`config.mk`:
```
export PLATFORM = sky130hd
export DESIGN_NAME = pipe_stage_reg
export DESIGN_NICKNAME = d
export VERILOG_FILES = /design/src/rtl/pipe_stage_reg.sv
export SDC_FILE = /design/constraint.sdc
export NUM_CORES = 1
export LEC_CHECK = 0
export ABC_AREA = 0
export CAP_MARGIN = 20
export CORE_MARGIN = 1.5
export CORE_UTILIZATION = 24
export CTS_BUF_LIST = sky130_fd_sc_hd__clkbuf_4
export DETAILED_ROUTE_END_ITERATION = 10
export GPL_TIMING_DRIVEN = 0
export PLACE_DENSITY = 0.62
export SLEW_MARGIN = 20
export SYNTH_ARGS = -nofsm -noshare
export SYNTH_HDL_FRONTEND = slang
export SYNTH_SLANG_ARGS = --single-unit
```
`constraint.sdc`:
```
create_clock -name CLK -period 1.9 [get_ports CLK]
set_input_delay 0.38 -clock CLK [delete_from_list [all_inputs] [get_ports CLK]]
set_output_delay 0.38 -clock CLK [all_outputs]
set_load 0.02 [all_outputs]
```
`src/rtl/pipe_stage_reg.sv`:
```
// Elastic pipeline register: STAGES slices carrying an opaque DATA_W payload, with bubble collapsing, flush and occupancy.
// Latency: STAGES-1 edges from accept to out_valid when unstalled (STAGES=1: visible the cycle after accept).
// Backpressure: in_ready drops only when every slice is full and the output is blocked, or when en=0, flush=1 or RST=1.
// Optional build macro PIPE_STAGE_REG_PERF_EN adds saturating stall_cnt/bubble_cnt outputs.
module pipe_stage_reg #(
  parameter int DATA_W = 32,
  parameter int STAGES = 1,
  // Derived width; leave at its default.
  parameter int OCC_W  = $clog2(STAGES + 1)
) (
  input  logic              CLK,
  input  logic              RST,
  input  logic              en,
  input  logic              flush,
  input  logic              in_valid,
  input  logic [DATA_W-1:0] in_data,
  output logic              in_ready,
  output logic              out_valid,
  output logic [DATA_W-1:0] out_data,
  input  logic              out_ready,
  output logic [OCC_W-1:0]  occupancy
`ifdef PIPE_STAGE_REG_PERF_EN
  ,
  output logic [31:0]       stall_cnt,
  output logic [31:0]       bubble_cnt
`endif
);

  // Reject unsupported configurations at elaboration time.
  generate
    if (STAGES < 1 || STAGES > 4 || DATA_W < 1) begin : g_bad_cfg
      $error("pipe_stage_reg: STAGES must be 1..4 and DATA_W must be >= 1");
    end
  endgenerate

  // Per-slice state; slice 0 faces the input, slice STAGES-1 drives the output.
  logic [STAGES-1:0] v;
  logic [DATA_W-1:0] d [STAGES];

  // mv[k]: slice k hands its payload onward at the next edge.
  logic [STAGES-1:0] mv;
  logic              xfer_out;
  logic              xfer_in;

  assign out_valid = v[STAGES-1];
  assign out_data  = d[STAGES-1];
  assign xfer_out  = en & v[STAGES-1] & out_ready;

  // Move chain, evaluated output-first so a departing slice frees its predecessor in the same cycle.
  always_comb begin
    mv           = '0;
    mv[STAGES-1] = xfer_out;
    for (int k = STAGES - 2; k >= 0; k--) begin
      mv[k] = en & v[k] & (~v[k+1] | mv[k+1]);
    end
  end

  // Slice 0 accepts when empty or draining; never depends on in_valid, and is held off by flush and reset.
  assign in_ready = en & ~flush & ~RST & (~v[0] | mv[0]);
  assign xfer_in  = in_valid & in_ready;

  // Slice registers: reset/flush clear everything, otherwise payloads step forward on their move flags.
  always_ff @(posedge CLK or posedge RST) begin
    if (RST) begin
      v <= '0;
      for (int k = 0; k < STAGES; k++) begin
        d[k] <= '0;
      end
    end else if (flush) begin
      v <= '0;
      for (int k = 0; k < STAGES; k++) begin
        d[k] <= '0;
      end
    end else if (en) begin
      if (xfer_in) begin
        v[0] <= 1'b1;
        d[0] <= in_data;
      end else if (mv[0]) begin
        v[0] <= 1'b0;
      end
      for (int k = 1; k < STAGES; k++) begin
        if (mv[k-1]) begin
          v[k] <= 1'b1;
          d[k] <= d[k-1];
        end else if (mv[k]) begin
          // Data is left in place so out_data keeps the last departed value.
          v[k] <= 1'b0;
        end
      end
    end
  end

  // Occupancy is a population count of the slice valid bits.
  always_comb begin
    occupancy = '0;
    for (int k = 0; k < STAGES; k++) begin
      occupancy = occupancy + OCC_W'(v[k]);
    end
  end

`ifdef PIPE_STAGE_REG_PERF_EN
  logic stall_evt;
  logic bubble_evt;

  assign stall_evt  = in_valid & ~in_ready & ~flush;
  assign bubble_evt = en & out_ready & ~out_valid;

  // Saturating event counters; only reset clears them, flush leaves them alone.
  always_ff @(posedge CLK or posedge RST) begin
    if (RST) begin
      stall_cnt  <= '0;
      bubble_cnt <= '0;
    end else begin
      if (stall_evt && !(&stall_cnt)) begin
        stall_cnt <= stall_cnt + 32'd1;
      end
      if (bubble_evt && !(&bubble_cnt)) begin
        bubble_cnt <= bubble_cnt + 32'd1;
      end
    end
  end
`endif

endmodule

```
Word-level counts from Yosys, hierarchy flattened
Index checks and enable logic that the tools add are counted.
Storage, ports and cells
  input port bits: 38
  register bits after elaboration: 33
Operators by class
  bitwise logic cells: 10
  reductions and logical operators: 5
  muxes and demuxes: 7
Operators with widths (count)
  $mux 32: 3
  $and 1x1->1: 6
  $mux 1: 4
  $reduce_and 2->1: 2
  $reduce_bool 2->1: 2
  $not 1->1: 3
  $reduce_bool 3->1: 1
  $or 1x1->1: 1

Logic depth before layout (Yosys ltp)
Gate-level depths: netlist of run 1.
  word-level depth: 8
  depth in mapped cells: 5
  depth with buffers taken out: 3

Worst setup path before layout of run 1
OpenSTA, ideal clock, no wires.
  kind: reg2out
  start point: reg v (netlist: out_valid)
  end point: out in_ready
  arrival time: 1.428 ns
  buffers on the path: 0
  path slack: 0.092 ns
  stages on the path, launching flop included: 3
  path through: dfrtp_1 > nor2b_1 > nor4b_1
Between the ends
  longest elaborated chain between the ends: 4
  elaborated cells between the ends (all ways): 5
  those cells by class: bitwise (5)
RTL lines
  from (decl): RTL line 37  | logic [STAGES-1:0] v;
  $and 1x1->1 (2 in series): RTL line 47  | assign xfer_out = en & v[STAGES-1] & out_ready;
  $or 1x1->1 *: RTL line 59  | assign in_ready = en & ~flush & ~RST & (~v[0] | mv[0]);
  $and 1x1->1 *: RTL line 59
  to (decl): RTL line 17  | output logic in_ready,
Mark *: on every way between the ends. The rest lies on a longest branch, timed or not.

Final worst setup path of run 1
  start point: in out_ready
  end point: out in_ready
Between the ends
  longest elaborated chain between the ends: 3
RTL lines
  from (decl): RTL line 20  | input logic out_ready,
  $and 1x1->1: RTL line 47
  $or 1x1->1: RTL line 59
  $and 1x1->1: RTL line 59
No other way between the ends.

==> results of run 1 <==
-- worst min path at each step --
| stage | start | to | slack [ps] | cells after the start |
|---|---|---|---|---|
| floorplan | RST | out_data[0]$_DFFE_PP0P_ | 510 | 1 |
| global placement | out_valid$_DFFE_PP0P_ | out_valid$_DFFE_PP0P_ | 580 | 1 |
| detailed placement | out_valid$_DFFE_PP0P_ | out_valid$_DFFE_PP0P_ | 590 | 1 |
| CTS | RST | out_valid$_DFFE_PP0P_ | 570 | 2 |
| global route | in_data[27] | out_data[27]$_DFFE_PP0P_ | 620 | 2 |
| finish | RST | out_data[28]$_DFFE_PP0P_ | 560 | 2 |
-- cells by family after synthesis --
family / Yosys count
AO/OA/AOI/OAI: 1
buffers and inverters: 10
flip-flops: 33
multiplexers: 32
AND/OR/NAND/NOR: 37
-- metrics by stage --
step / instance area [um2] / power [W] / instances
6_report: 2520 / 0.00139 / 272
4_1_cts: 2520 / 0.00143 / 272
5_1_grt: 2520 / 0.00148 / 272
3_5_place_dp: 2470 / 0.00103 / 265
2_1_floorplan: 1650 / 0.000878 / 113
3_3_place_gp: 2470 / 0.00103 / 265
-- worst max-delay path: cells and delay by family --
family | cells | cell delay (ps)
simple gates | 2 | 380
buf+inv | 2 | 680
-- power groups by stage --
stage | Sequential (W) | Combinational, W | Clock (W)
after floorplan | 0.000783 | 0.0000949 | 0
after detailed placement | 0.000752 | 0.000279 | 0
after CTS | 0.000740 | 0.000281 | 0.000412
after global routing | 0.000743 | 0.000295 | 0.000439
final | 0.000739 | 0.000275 | 0.000379
after global placement | 0.000753 | 0.000277 | 0
-- cells in the final DEF, fill, tap and decap left out, drive strengths merged --
cell type / synthesis / routed
buf: 8 / 9
nor4b: 1 / 1
dlygate4sd2: 0 / 1
nor2b: 30 / 30
inv: 2 / 2
nand2: 1 / 1
mux2: 32 / 32
clkinv: 0 / 1
clkbuf: 0 / 6
nand3b: 1 / 1
dlymetal6s2s: 0 / 1
dfrtp: 33 / 33
a32o: 1 / 1
and2b: 3 / 3
clkdlybuf4s50: 0 / 69
or3: 1 / 1
-- Yosys cell counts --
master / n
dfrtp_1: 33
mux2_4: 30
nor2b_1: 30
and2b_1: 3
buf_12: 3
buf_2: 3
inv_1: 2
mux2_1: 2
a32o_1: 1
buf_4: 1
buf_6: 1
nand2_1: 1
nand3b_1: 1
nor4b_1: 1
or3_1: 1
-- layer usage --
metal | track usage [%] | vias up | share of wire [%]
li1 | - | 529 | -
met1 | 13.8 | 532 | 47
met2 | 16.1 | 48 | 45
met3 | 3.85 | 3 | 6.2
met4 | 3.08 | 0 | 0.82
met5 | 0 | - | 0
-- layout make-up --
class,count,area [um2],area share (%)
Sequential cell,33,826,32.8
Multi-Input combinational cell,70,726,28.8
Timing Repair Buffer,72,719,28.5
Tap cell,80,100,3.97
Buffer,8,93.8,3.72
Clock buffer,6,45.0,1.79
Inverter,2,7.51,0.298
Clock inverter,1,3.75,0.149
-- what timing repair did --
action,CTS,global route
endpoints found under the setup margin,1,2
pin swaps,0,0
gates resized for setup,6,3
gates cloned,0,0
-- sequential cells by signal, indices dropped and copies added, names as in the netlist --
| name | cells |
|---|---|
| out_data | 32 |
| out_valid | 1 |
==> reports/summary.txt, run 1 <==
status -> finished, final reports clean
fillers -> 663
post-route ant nets -> 0
P&R area growth vs syn -> 53.1%
Critical Path Start -> out_ready
worst r2r src -> out_valid$_DFFE_PP0P_
pin count of the biggest net entering global routing -> 34
PnR worst setup slack -> 77.7 ps
Final period util -> 95.9%
final hold slack -> 565 ps
Setup WS pre-CTS -> -517 ps
Ys Warns -> 0
PD cells -> 553 nW/um2
initial antenna violation count -> 0
peak supply drop -> 0.000218 V
total grt overflow -> 0
first-pass GRT wire length -> 5.96 mm
Tightest Pin Transition -> 707 ps
Switch Pwr -> 0.000350 W
r2r endpoint -> out_data[10]$_DFFE_PP0P_
clk buf depth -> 2
Slew Limit Fails -> 0
clk_lat worst skew -> 330 ps
Core Util, Final -> 37.5%
vias in the first global route -> 1196
post-synthesis sequential area ratio -> 50.2%
Post-Synth Simple-Gate Area -> 14.4%
post-synthesis instance area -> 1650 um2
ANT cells -> 0
hpwl dp -> 2.47 mm
I/O pins -> 73
Worst-path clk slew -> 100 ps
GRT Overall Usage -> 10.5%
TNS Setup -> 0 ps
register-to-register setup slack -> 240 ps
Crit Path Class -> in2out
worst path required time -> 1520 ps
die area -> 7370 um2
Logic pwr share -> 19.7%
# setup viols final -> 0
largest cells by area after synthesis -> dfrtp_1 (50%), mux2_4 (27%), nor2b_1 (11%), buf_12 (3.6%), and2b_1 (1.4%)
DRC viols -> 0
Max stage delay on crit path -> 470 ps
Hold WC Path Type -> in2async
fin nets -> 230
Routed WL -> 3.66 mm
post-synthesis adder-cell area fraction -> 0%
Vert. Die Dim -> 85.8 um
cells after synthesis -> 113
Avg Vias per Cell -> 4.09
layout cells sized above 1 -> 24.5%
fmax -> 549 MHz
routability congestion estimate -> 0.677
minimum clock period -> 1820 ps
data arrival time of the critical path -> 1440 ps
Synth Register Bits -> 33
CTS tree -> done
Cell variety after synth -> 15
Mean Syn Cell Area -> 14.6 um2
peak fanout along the critical path -> 2
root buffer cell -> clkbuf_4
MaxCap Viol Count -> 0
Slowest cell on crit path -> clkdlybuf4s50_1
DR iter-0 viols -> 26
Die W -> 85.8 um
Clock power frac -> 27.2%
# rows -> 30
Post-CTS Setup Repair Bufs -> 0
vias after detailed routing -> 1112
cell chain of the critical path -> clkdlybuf4s50_1 -> nor2b_1 -> nor4b_2 -> buf_4
drt first pass iters -> 4
Yosys top cell area share -> 50.2%
# port buffers -> 72
switching share of power -> 25.1%
Core Footprint -> 6720 um2
P_leak -> 1.23 nW
final hold vios -> 0
mux contribution to synthesized area -> 28.7%
complex-gate fraction of the synthesized area -> 0.608%
largest family of logic cells by synthesized area -> multiplexers
CP Capture Point -> in_ready
Post-CTS Hold Fix Bufs -> 0
Seq pwr share -> 53.1%
reg2reg path depth -> 5
CP Capture Type -> output port
CTS Sinks -> 33
Slew Limit Headroom -> 52.8%
RSZ-0062 raised after global routing -> no
H-tree levels -> 2
leading area contributor after synthesis -> dfrtp_1
DR WL/cell -> 13.5 um
CTS Buf Count -> 5
Initial Utilization -> 24.5%
Synth Area in XOR/XNOR -> 0%
critical path launch point type -> input port
skew final -> 5.85 ps
P_int -> 0.00104 W
synthesized net count -> 151
No activity file was read; power rests on OpenSTA's default activity.
==> run 2: changes to the inputs <==
CORE_ASPECT_RATIO = 0.8   (was not set)
==> run 2 against run 1 <==
Against the previous run:
- non-clock buffer count unchanged
- combinational power hardly changed
- die area hardly changed
- clock-buffer cell count is the same
- utilization is 1.4 points higher
- worst hold slack improved by 32 ps
- clock power hardly changed
- register-to-register slack worse by 20 ps
- via count decreased by 0.45%
- fmax about the same
- critical path depth shrank 2
- sequential share of layout area is 0.18 points lower
- largest cell class unchanged
==> reports/summary.txt, run 2 (synthesized netlist as in run 1, its figures left out) <==
hpwl dp -> 2.59 mm
Slew Limit Headroom -> 52.5%
clk buf depth -> 2
clk_lat worst skew -> 330 ps
most frequent cells in the layout -> clkdlybuf4s50_1 (70), dfrtp_1 (33), mux2_4 (30)
max FFs per register -> 32
Die W -> 95.6 um
Hold WC Path Type -> in2async
cell chain of the critical path -> buf_4 -> clkdlybuf4s50_1
P_leak -> 1.21 nW
Slew Limit Fails -> 0
Switch Pwr -> 0.000353 W
placed inst area -> 2470 um2
layout cells sized above 1 -> 25.0%
# port buffers -> 72
fmax -> 548 MHz
Logic pwr share -> 19.8%
vias after detailed routing -> 1107
DRC viols -> 0
peak fanout along the critical path -> 4
P_int -> 0.00104 W
DR iter-0 viols -> 21
worst path required time -> 1520 ps
root buffer cell -> clkbuf_4
data arrival time of the critical path -> 1440 ps
total grt overflow -> 0
Initial Utilization -> 25.3%
H-tree levels -> 2
initial antenna violation count -> 0
PD cells -> 552 nW/um2
Setup WS pre-CTS -> -584 ps
routability congestion estimate -> 0.638
Final period util -> 96.0%
# rows -> 26
CTS Buf Count -> 5
critical path launch point type -> flip-flop
fin nets -> 230
Avg Vias per Cell -> 4.01
minimum clock period -> 1820 ps
vias in the first global route -> 1246
Slowest cell on crit path -> clkdlybuf4s50_1
P&R area growth vs syn -> 54.0%
skew final -> 8.40 ps
CTS Sinks -> 33
Core Util, Final -> 39.0%
peak supply drop -> 0.000233 V
Max stage delay on crit path -> 590 ps
drt first pass iters -> 3
pin count of the biggest net entering global routing -> 34
DR WL/cell -> 13.5 um
post-route ant nets -> 0
most common cell after layout, fill and taps aside -> clkdlybuf4s50_1
switching share of power -> 25.3%
Tightest Pin Transition -> 712 ps
# setup viols final -> 0
die area -> 7370 um2
Post-CTS Setup Repair Bufs -> 0
MaxCap Viol Count -> 0
Vert. Die Dim -> 77.1 um
Clock power frac -> 27.3%
Seq pwr share -> 52.9%
final hold vios -> 0
Worst-path clk slew -> 100 ps
CTS tree -> done
status -> finished, final reports clean
PnR worst setup slack -> 76.5 ps
final hold slack -> 597 ps
Core Footprint -> 6510 um2
I/O pins -> 73
RSZ-0062 raised after global routing -> no
first-pass GRT wire length -> 6.09 mm
ANT cells -> 0
Routed WL -> 3.72 mm
CP Capture Type -> output port
Crit Path Class -> reg2out
GRT Overall Usage -> 10.8%
reg2reg path depth -> 5
Final Cell Area -> 2530 um2
run 2: changes by cell type in the layout (fill, tap and decap cells not counted):
cell / delta
dlymetal6s2s_1: -1
nor4b_4: +1
nor2b_2: +1
nor2b_1: -1
clkdlybuf4s50_1: +1
nor4b_2: -1
run 2: per-layer routing:
metal	share of wire (%)	track usage, %	wire length (um)
met4	1.2	3.09	44
met1	47	14.3	1760
met2	44	16.5	1640
met3	7.6	3.67	282
met5	0	0	0
run 2: stage by stage:
| stage | total power, W | TNS, ps | instances |
|---|---|---|---|
| 3_3_place_gp | 0.00103 | -13290 | 269 |
| 2_1_floorplan | 0.000878 | 0 | 113 |
| 5_1_grt | 0.00149 | 0 | 276 |
| 4_1_cts | 0.00143 | 0 | 276 |
| 6_report | 0.00140 | 0 | 276 |
| 3_5_place_dp | 0.00103 | -9520 | 269 |
run 2: area by class of cell:
class                   count  area, um2
plain buffers               8       93.8
repair buffers             72        717
well taps                  84        105
multi-input cells          70        737
flip-flops and latches     33        826
clock buffers               6       45.0
clock inverters             1       3.75
fillers                   648       3970
inverters                   2       7.51
run 2: worst paths after layout:
check	slack [ps]	endpoint	startpoint
hold reg to reg	610	out_data[27]$_DFFE_PP0P_	out_data[27]$_DFFE_PP0P_
hold / removal	600	out_data[26]$_DFFE_PP0P_	RST
max in group asynchronous	840	out_data[23]$_DFFE_PP0P_	RST
min in group CLK	610	out_data[27]$_DFFE_PP0P_	out_data[27]$_DFFE_PP0P_
setup reg to reg	220	out_data[23]$_DFFE_PP0P_	out_valid$_DFFE_PP0P_
setup / recovery	80	out_valid	out_valid$_DFFE_PP0P_
run 2: worst max-delay path: cells and delay by family (launching register included):
| kind | cells | cell delay, ps |
|---|---|---|
| buffers and inverters | 2 | 710 |
| DFF | 1 | 410 |
run 2: timing repair:
| item | in CTS | in global routing |
|---|---|---|
| pin swaps | 1 | 1 |
| hold buffers | 0 | 0 |
| gates resized for setup | 7 | 3 |
| endpoints found under the setup margin | 1 | 1 |
| endpoints found under the hold margin | 0 | 0 |
run 2: power groups by stage:
stage / clock (W) / sequential [W] / combinational (W)
floorplan: 0 / 0.000783 / 0.0000949
global placement: 0 / 0.000753 / 0.000277
detailed placement: 0 / 0.000753 / 0.000280
CTS: 0.000412 / 0.000740 / 0.000280
global route: 0.000449 / 0.000743 / 0.000296
finish: 0.000382 / 0.000739 / 0.000277
